File: src/rtl/eq_band_mixer_pkg.sv
// Shared constants and types for the equalizer band mixer.
// Gain format is Q2.6 unsigned; output limits follow the default 24-bit sample width.
package eq_mixer_pkg;

  localparam int GAIN_UNITY = 64;
  localparam int GAIN_FRAC  = 6;
  localparam int OUT_W_DEF  = 24;

  localparam logic signed [OUT_W_DEF-1:0] SAT_MAX = {1'b0, {(OUT_W_DEF-1){1'b1}}};
  localparam logic signed [OUT_W_DEF-1:0] SAT_MIN = {1'b1, {(OUT_W_DEF-1){1'b0}}};

  typedef enum logic [1:0] {
    IDLE  = 2'd0,
    ACCUM = 2'd1,
    SCALE = 2'd2,
    OUT   = 2'd3
  } eq_state_t;

endpackage

File: src/rtl/eq_band_mixer_if.sv
// Filter-bank result input and stereo sample output of the band mixer.
// The master side feeds band results and consumes mixed samples; the mixer is the slave.
interface eq_band_mixer_if #(
  parameter int NUM_BANDS = 4,
  parameter int OUT_W     = 24
);

  logic                        in_valid;
  logic [NUM_BANDS-1:0][47:0]  l_band_in;
  logic [NUM_BANDS-1:0][47:0]  r_band_in;
  logic signed [OUT_W-1:0]     l_data_out;
  logic signed [OUT_W-1:0]     r_data_out;
  logic                        out_valid;
  logic                        busy;

  modport master (
    output in_valid, l_band_in, r_band_in,
    input  l_data_out, r_data_out, out_valid, busy
  );

  modport slave (
    input  in_valid, l_band_in, r_band_in,
    output l_data_out, r_data_out, out_valid, busy
  );

endinterface

File: src/rtl/eq_band_mixer_sat_narrow.sv
// Combinational saturating narrower: clamps a signed value to OUT_W bits
// and flags when clamping happened.
module sat_narrow #(
  parameter int IN_W  = 38,
  parameter int OUT_W = 24
) (
  input  logic signed [IN_W-1:0]  in_data,
  output logic signed [OUT_W-1:0] out_data,
  output logic                    ovf
);

  // Fits only if every bit above the output sign bit matches it.
  logic [IN_W-OUT_W:0] hi_bits;

  assign hi_bits  = in_data[IN_W-1:OUT_W-1];
  assign ovf      = !((&hi_bits) || (~|hi_bits));
  assign out_data = !ovf ? in_data[OUT_W-1:0]
                  : in_data[IN_W-1] ? {1'b1, {(OUT_W-1){1'b0}}}
                  : {1'b0, {(OUT_W-1){1'b1}}};

endmodule

File: src/rtl/eq_band_mixer.sv
// Per-band gain and stereo sum of FIR equalizer results, rescaled and saturated
// to one stereo sample per filter-bank strobe.
//
//   state | meaning
//   IDLE  | waiting for in_valid; snapshot band data and gains on arrival
//   ACCUM | one band per clk multiplied by its gain and accumulated (L and R)
//   SCALE | drop gain fraction, saturate or mute, register the sample
//   OUT   | out_valid strobe; busy drops after this cycle
module eq_band_mixer
  import eq_mixer_pkg::*;
#(
  parameter int NUM_BANDS = 4,
  parameter int COEF_FRAC = 15,
  parameter int GAIN_W    = 8,
  parameter int OUT_W     = OUT_W_DEF
) (
  input  logic              clk,
  input  logic              reset_n,
  input  logic              audio_en,
  eq_band_mixer_if.slave    mix,
  input  logic              gain_wr_en,
  input  logic [5:0]        gain_sel,
  input  logic [GAIN_W-1:0] gain_wr_data,
  input  logic              mute,
  input  logic              sat_clr,
  output logic              sat_flag,
  output logic              overrun_flag
);

  localparam int B_W   = 48 - COEF_FRAC;
  localparam int P_W   = B_W + GAIN_W + 1;
  localparam int ACC_W = P_W + $clog2(NUM_BANDS);
  localparam int RES_W = ACC_W - GAIN_FRAC;
  localparam int IDX_W = (NUM_BANDS > 1) ? $clog2(NUM_BANDS) : 1;

  eq_state_t                       state_q, state_d;
  logic [IDX_W-1:0]                idx_q, idx_d;
  logic [NUM_BANDS-1:0][47:0]      l_snap_q, l_snap_d, r_snap_q, r_snap_d;
  logic [NUM_BANDS-1:0][GAIN_W-1:0] gain_q, gain_d, gain_snap_q, gain_snap_d;
  logic signed [ACC_W-1:0]         l_acc_q, l_acc_d, r_acc_q, r_acc_d;
  logic signed [OUT_W-1:0]         l_out_q, l_out_d, r_out_q, r_out_d;
  logic                            out_valid_q, out_valid_d;
  logic                            busy_q, busy_d;
  logic                            sat_q, sat_d, ovr_q, ovr_d;
  logic                            sat_set;

  logic signed [B_W-1:0]    l_b, r_b;
  logic signed [GAIN_W:0]   g_s;
  logic signed [P_W-1:0]    l_p, r_p;
  logic signed [RES_W-1:0]  l_res, r_res;
  logic signed [OUT_W-1:0]  l_sat, r_sat;
  logic                     l_ovf, r_ovf;

  // Taking the upper bits is the arithmetic shift by COEF_FRAC.
  assign l_b = l_snap_q[idx_q][47:COEF_FRAC];
  assign r_b = r_snap_q[idx_q][47:COEF_FRAC];
  assign g_s = {1'b0, gain_snap_q[idx_q]};
  assign l_p = P_W'(l_b) * P_W'(g_s);
  assign r_p = P_W'(r_b) * P_W'(g_s);

  assign l_res = l_acc_q[ACC_W-1:GAIN_FRAC];
  assign r_res = r_acc_q[ACC_W-1:GAIN_FRAC];

  sat_narrow #(.IN_W(RES_W), .OUT_W(OUT_W)) u_sat_l (
    .in_data (l_res),
    .out_data(l_sat),
    .ovf     (l_ovf)
  );

  sat_narrow #(.IN_W(RES_W), .OUT_W(OUT_W)) u_sat_r (
    .in_data (r_res),
    .out_data(r_sat),
    .ovf     (r_ovf)
  );

  always_comb begin
    state_d     = state_q;
    idx_d       = idx_q;
    l_snap_d    = l_snap_q;
    r_snap_d    = r_snap_q;
    gain_snap_d = gain_snap_q;
    gain_d      = gain_q;
    l_acc_d     = l_acc_q;
    r_acc_d     = r_acc_q;
    l_out_d     = l_out_q;
    r_out_d     = r_out_q;
    out_valid_d = 1'b0;
    busy_d      = busy_q;
    sat_set     = 1'b0;

    for (int i = 0; i < NUM_BANDS; i++) begin
      if (gain_wr_en && (int'(gain_sel) == i)) gain_d[i] = gain_wr_data;
    end

    unique case (state_q)
      IDLE: begin
        if (mix.in_valid) begin
          l_snap_d    = mix.l_band_in;
          r_snap_d    = mix.r_band_in;
          gain_snap_d = gain_q;
          l_acc_d     = '0;
          r_acc_d     = '0;
          idx_d       = '0;
          busy_d      = 1'b1;
          state_d     = ACCUM;
        end
      end
      ACCUM: begin
        l_acc_d = l_acc_q + ACC_W'(l_p);
        r_acc_d = r_acc_q + ACC_W'(r_p);
        idx_d   = idx_q + IDX_W'(1);
        if (idx_q == IDX_W'(NUM_BANDS - 1)) state_d = SCALE;
      end
      SCALE: begin
        l_out_d     = mute ? '0 : l_sat;
        r_out_d     = mute ? '0 : r_sat;
        sat_set     = !mute && (l_ovf || r_ovf);
        out_valid_d = 1'b1;
        state_d     = OUT;
      end
      OUT: begin
        busy_d  = 1'b0;
        state_d = IDLE;
      end
      default: state_d = IDLE;
    endcase

    // A new flag event in the clearing cycle survives the clear.
    sat_d = (sat_q & ~sat_clr) | sat_set;
    ovr_d = (ovr_q & ~sat_clr) | (mix.in_valid & busy_q);

    if (!audio_en) begin
      state_d     = IDLE;
      idx_d       = '0;
      l_acc_d     = '0;
      r_acc_d     = '0;
      l_out_d     = '0;
      r_out_d     = '0;
      out_valid_d = 1'b0;
      busy_d      = 1'b0;
      sat_d       = 1'b0;
      ovr_d       = 1'b0;
    end
  end

  always_ff @(posedge clk) begin
    if (!reset_n) begin
      state_q     <= IDLE;
      idx_q       <= '0;
      l_snap_q    <= '0;
      r_snap_q    <= '0;
      gain_snap_q <= '0;
      for (int i = 0; i < NUM_BANDS; i++) gain_q[i] <= GAIN_W'(GAIN_UNITY);
      l_acc_q     <= '0;
      r_acc_q     <= '0;
      l_out_q     <= '0;
      r_out_q     <= '0;
      out_valid_q <= 1'b0;
      busy_q      <= 1'b0;
      sat_q       <= 1'b0;
      ovr_q       <= 1'b0;
    end else begin
      state_q     <= state_d;
      idx_q       <= idx_d;
      l_snap_q    <= l_snap_d;
      r_snap_q    <= r_snap_d;
      gain_snap_q <= gain_snap_d;
      gain_q      <= gain_d;
      l_acc_q     <= l_acc_d;
      r_acc_q     <= r_acc_d;
      l_out_q     <= l_out_d;
      r_out_q     <= r_out_d;
      out_valid_q <= out_valid_d;
      busy_q      <= busy_d;
      sat_q       <= sat_d;
      ovr_q       <= ovr_d;
    end
  end

  assign mix.l_data_out = l_out_q;
  assign mix.r_data_out = r_out_q;
  assign mix.out_valid  = out_valid_q;
  assign mix.busy       = busy_q;
  assign sat_flag       = sat_q;
  assign overrun_flag   = ovr_q;

endmodule
File: src/flat_wrapper.sv
// flat-port wrapper written by rule: the top's interface ports become plain ports
module eq_band_mixer_flat import eq_mixer_pkg::*;
#(
  parameter int NUM_BANDS = 4,
  parameter int COEF_FRAC = 15,
  parameter int GAIN_W    = 8,
  parameter int OUT_W     = OUT_W_DEF
)
  (clk, reset_n, audio_en, gain_wr_en, gain_sel, gain_wr_data, mute, sat_clr, sat_flag, overrun_flag, mix_in_valid, mix_l_band_in, mix_r_band_in, mix_l_data_out, mix_r_data_out, mix_out_valid, mix_busy);
  eq_band_mixer_if #(.NUM_BANDS(NUM_BANDS), .OUT_W(OUT_W)) mix_i ();
  input  logic clk;
  input  logic reset_n;
  input  logic audio_en;
  input  logic gain_wr_en;
  input  logic [5:0] gain_sel;
  input  logic [GAIN_W-1:0] gain_wr_data;
  input  logic mute;
  input  logic sat_clr;
  output logic sat_flag;
  output logic overrun_flag;
  input wire logic [$bits(mix_i.in_valid)-1:0] mix_in_valid;
  input wire logic [$bits(mix_i.l_band_in)-1:0] mix_l_band_in;
  input wire logic [$bits(mix_i.r_band_in)-1:0] mix_r_band_in;
  output wire logic [$bits(mix_i.l_data_out)-1:0] mix_l_data_out;
  output wire logic [$bits(mix_i.r_data_out)-1:0] mix_r_data_out;
  output wire logic [$bits(mix_i.out_valid)-1:0] mix_out_valid;
  output wire logic [$bits(mix_i.busy)-1:0] mix_busy;
  assign mix_i.in_valid = mix_in_valid;
  assign mix_i.l_band_in = mix_l_band_in;
  assign mix_i.r_band_in = mix_r_band_in;
  assign mix_l_data_out = mix_i.l_data_out;
  assign mix_r_data_out = mix_i.r_data_out;
  assign mix_out_valid = mix_i.out_valid;
  assign mix_busy = mix_i.busy;
  eq_band_mixer #(.NUM_BANDS(NUM_BANDS), .COEF_FRAC(COEF_FRAC), .GAIN_W(GAIN_W), .OUT_W(OUT_W)) u_core (.clk(clk), .reset_n(reset_n), .audio_en(audio_en), .mix(mix_i), .gain_wr_en(gain_wr_en), .gain_sel(gain_sel), .gain_wr_data(gain_wr_data), .mute(mute), .sat_clr(sat_clr), .sat_flag(sat_flag), .overrun_flag(overrun_flag));
endmodule
File: config.mk
export PLATFORM = sky130hd
export DESIGN_NAME = eq_band_mixer_flat
export DESIGN_NICKNAME = d
export VERILOG_FILES = /design/src/rtl/eq_band_mixer_pkg.sv /design/src/rtl/eq_band_mixer_if.sv /design/src/rtl/eq_band_mixer_sat_narrow.sv /design/src/rtl/eq_band_mixer.sv /design/src/flat_wrapper.sv
export SDC_FILE = /design/constraint.sdc
export NUM_CORES = 2
export LEC_CHECK = 0
export CAP_MARGIN = 5
export CORE_MARGIN = 2
export CORE_UTILIZATION = 63
export CTS_CLUSTER_SIZE = 30
export DETAILED_ROUTE_END_ITERATION = 7
export PLACE_DENSITY = 0.95
export SLEW_MARGIN = 25
export SYNTH_ARGS = -nofsm -noshare
export SYNTH_HDL_FRONTEND = slang
export SYNTH_SLANG_ARGS = --single-unit
File: constraint.sdc
create_clock -name clk -period 14.8 [get_ports clk]
set_input_delay 2.96 -clock clk [delete_from_list [all_inputs] [get_ports clk]]
set_output_delay 2.96 -clock clk [all_outputs]
set_load 0.005 [all_outputs]
==> impl_metrics.json <==
{
  "vias": 33500,
  "synth_area_mm2": 0.0397,
  "ys_seq_area_share_pct": 23.8,
  "setup_viol": 0,
  "leakage_uw": 0.0205,
  "hp-start": "u_core.gain_snap_q[7]",
  "crit_required_ns": 15.25,
  "tightest_slew_ns": 1.23,
  "ys_warn_count": 0,
  "cts_resized": 0,
  "clkTransAtPathRegs_ns": 0.06,
  "ant_nets": 0,
  "gp_congestion": 0.921,
  "syn_nets": 5655,
  "dp_hpwl_um": 80300,
  "r2r_start": "u_core.idx_q[1]",
  "die-area_mm2": 0.0651,
  "grt_usage_pct": 34.1,
  "synth_edf_count": 0,
  "routed_via_density": 5.94,
  "drc_errors": 1,
  "dieHeight_um": 255,
  "violations": "design-rule violations",
  "tns_ns": 0,
  "min_to": "u_core.gain_snap_q[7]",
  "layout_commonest_cell": "nand2_1",
  "grt_pass1_wl_um": 175000,
  "whs_path_depth": 2,
  "syn_avg_cell_area_um2": 8.70,
  "r2r_cells": 25,
  "critPathTopFamily": "adder cells",
  "drv_cap": 0,
  "synthArstFlopShare_pct": 0,
  "synth.distinct_cells": 69,
  "areaGrowthSynthToFinish_pct": 14.2,
  "antenna_found_initial": 12,
  "r2r_slack_ns": 6.23,
  "critPathCaptureType": "flip-flop",
  "slew-limit-headroom_pct": 17.4,
  "arrival_ns": 9.02,
  "io_buffers": 336,
  "grt_pass1_vias": 34900,
  "status": "finished with violations",
  "path_class": "reg -> reg",
  "grt_overflow": 0,
  "maxSlewViolCount": 0,
  "fin_nets": 5835,
  "max-vdd-ir-drop_v": 0.0000939,
  "first_pass_iters": 8,
  "place_ws_ns": 6.45,
  "row_count": 92,
  "critPathMaxStageDelay_ns": 0.87,
  "wl_per_cell_um": 19.7,
  "cts_tree": "yes",
  "ys_seq_elements": 472,
  "clock_latency_ns": 0.64,
  "timing.rr.end": "u_core.r_acc_q[37]",
  "start_util_pct": 63.4,
  "min_period_over_period_pct": 57.9,
  "cts.sinks": 472,
  "slowest_stage": "buf_4",
  "io_pins": 457,
  "synthesis.instances": 4567,
  "wl_um": 111000,
  "cp-start-kind": "flip-flop",
  "min_path_type": "reg -> reg",
  "rsz0062_at_grt": "false",
  "cpMostUsedCell": "fa_1",
  "post-place-cells": 5541,
  "drive_gt1_share_pct": 4.87,
  "mostFrequentLayoutCells": "nand2_1 (913), inv_1 (589), fa_1 (492), dfxtp_1 (470), clkdlybuf4s50_1 (335)",
  "die_w_um": 255,
  "path_buf_inv": 6,
  "finalHoldViolCount": 0,
  "cts_max_level": 2,
  "layout_min_cycle_time_ns": 8.57,
  "stdcell_count": 5640,
  "cts_root_buffer": "clkbuf_16",
  "cts_setup_buffers": 0,
  "cts_buffers": 49,
  "fp.coreArea_mm2": 0.0627,
  "finClkSkew_ns": 0.0319,
  "setup_ws_ns": 6.23,
  "fmax_mhz": 117,
  "first_iter_violations": 3531,
  "cts_max_path_buffers": 3,
  "critical_path_peak_fanout": 95,
  "powerDensity_mw_per_mm2": 67.8,
  "hold_slack_ns": 0.461,
  "grt_start_max_net_pins": 197,
  "holdBufCountCts": 0,
  "ys.flop_type": "dfxtp_1"
}
==> state kept, by name, summed over array words and instances, names as in the netlist <==
signal and cells:
u_core.r_snap_q 132, u_core.mix.r_data_out 24, u_core.l_acc_q 44, u_core.gain_snap_q 32, u_core.gain_q 32, u_core.l_snap_q 132
u_core.mix.out_valid 1, u_core.mix.busy 1, u_core.sat_flag 1, u_core.r_acc_q 44, u_core.state_q 2, u_core.idx_q 2
u_core.mix.l_data_out 24, u_core.overrun_flag 1
==> cells by family after synthesis <==
kind of cell	synth area share [%]
AND/OR/NAND/NOR	16.8
buffers and inverters	7.87
AO/OA/AOI/OAI	14.0
adder cells (fa/ha/maj)	30.8
flip-flops	23.8
multiplexers	4.97
XOR/XNOR	1.74
==> how the worst max path moves through the flow <==
stage | from | endpoint | slack, ns | cells past startpoint
after floorplan | u_core.idx_q[0] | u_core.r_acc_q[43] | 7.41 | 25
after global placement | u_core.idx_q[0] | u_core.r_acc_q[37] | 6.46 | 25
after detailed placement | u_core.idx_q[0] | u_core.r_acc_q[37] | 6.45 | 25
after CTS | u_core.idx_q[0] | u_core.r_acc_q[37] | 6.36 | 25
after global routing | u_core.idx_q[0] | u_core.r_acc_q[37] | 5.85 | 25
final | u_core.idx_q[1] | u_core.r_acc_q[37] | 6.23 | 25
==> cells in the mapped netlist (all sizes together), types with 38 or more instances <==
master | instances | area, µm²
nor2b | 39 | 244
fa | 492 | 9850
mux2i | 69 | 691
o22ai | 48 | 300
a21boi | 297 | 2230
a21oi | 139 | 696
a21o | 65 | 492
xor2 | 38 | 333
inv | 589 | 2210
nor2 | 244 | 916
xnor2 | 41 | 359
and2 | 178 | 1120
mux4 | 40 | 901
clkbuf | 222 | 833
dfxtp | 472 | 9450
o21ai | 130 | 654
nand2 | 915 | 3430
nand2b | 56 | 350
ha | 191 | 2390
==> per-layer routing <==
layer,global-route usage [%],wire [µm],vias to the layer above
met5,0,27,-
met1,42.4,41600,16200
li1,-,-,14900
met2,55.9,52400,1915
met3,8.49,11700,445
met4,16.2,5290,4
==> power by group <==
part	switching (µW)	internal (µW)	total [µW]
combinational	222	165	387
clock	569	770	1340
sequential	30.5	1320	1350
total	821	2250	3080
==> worst register-to-register path: stages (launching register included) <==
cell and delay, ns:
dfxtp_4 0.85, buf_4 0.88, nand2_1 0.24, o21a_2 0.19
buf_4 0.26, and2_1 0.25, fa_1 0.43, fa_1 0.49
inv_1 0.06, fa_1 0.55, inv_1 0.05, fa_1 0.48
inv_1 0.05, fa_1 0.48, inv_1 0.04, ha_1 0.34
and2_1 0.21, a221o_1 0.35, a211oi_4 0.42, o21ai_2 0.13
a41oi_1 0.47, o31ai_2 0.21, a21boi_0 0.49, o21ai_1 0.14
xnor2_1 0.24, o22ai_1 0.10
==> per-stage QoR <==
stage                     power (µW)  area (µm²)  utilization, %
after floorplan                 1580       39700               -
after global placement          1730       43600            69.5
after detailed placement        1750       43600            69.5
after CTS                       3070       45300            72.3
after global routing            3160       45400            72.3
final                           3080       45400            72.4
==> layout make-up <==
class	instances	area (µm²)
Fill cell	4045	17300
Multi-Input combinational cell	3263	27200
Clock buffer	64	1340
Inverter	589	2210
Clock inverter	25	368
Sequential cell	472	9460
Antenna cell	9	22.5
Timing Repair Buffer	372	3690
Tap cell	846	1060
Power figures use the tool's default switching activity.
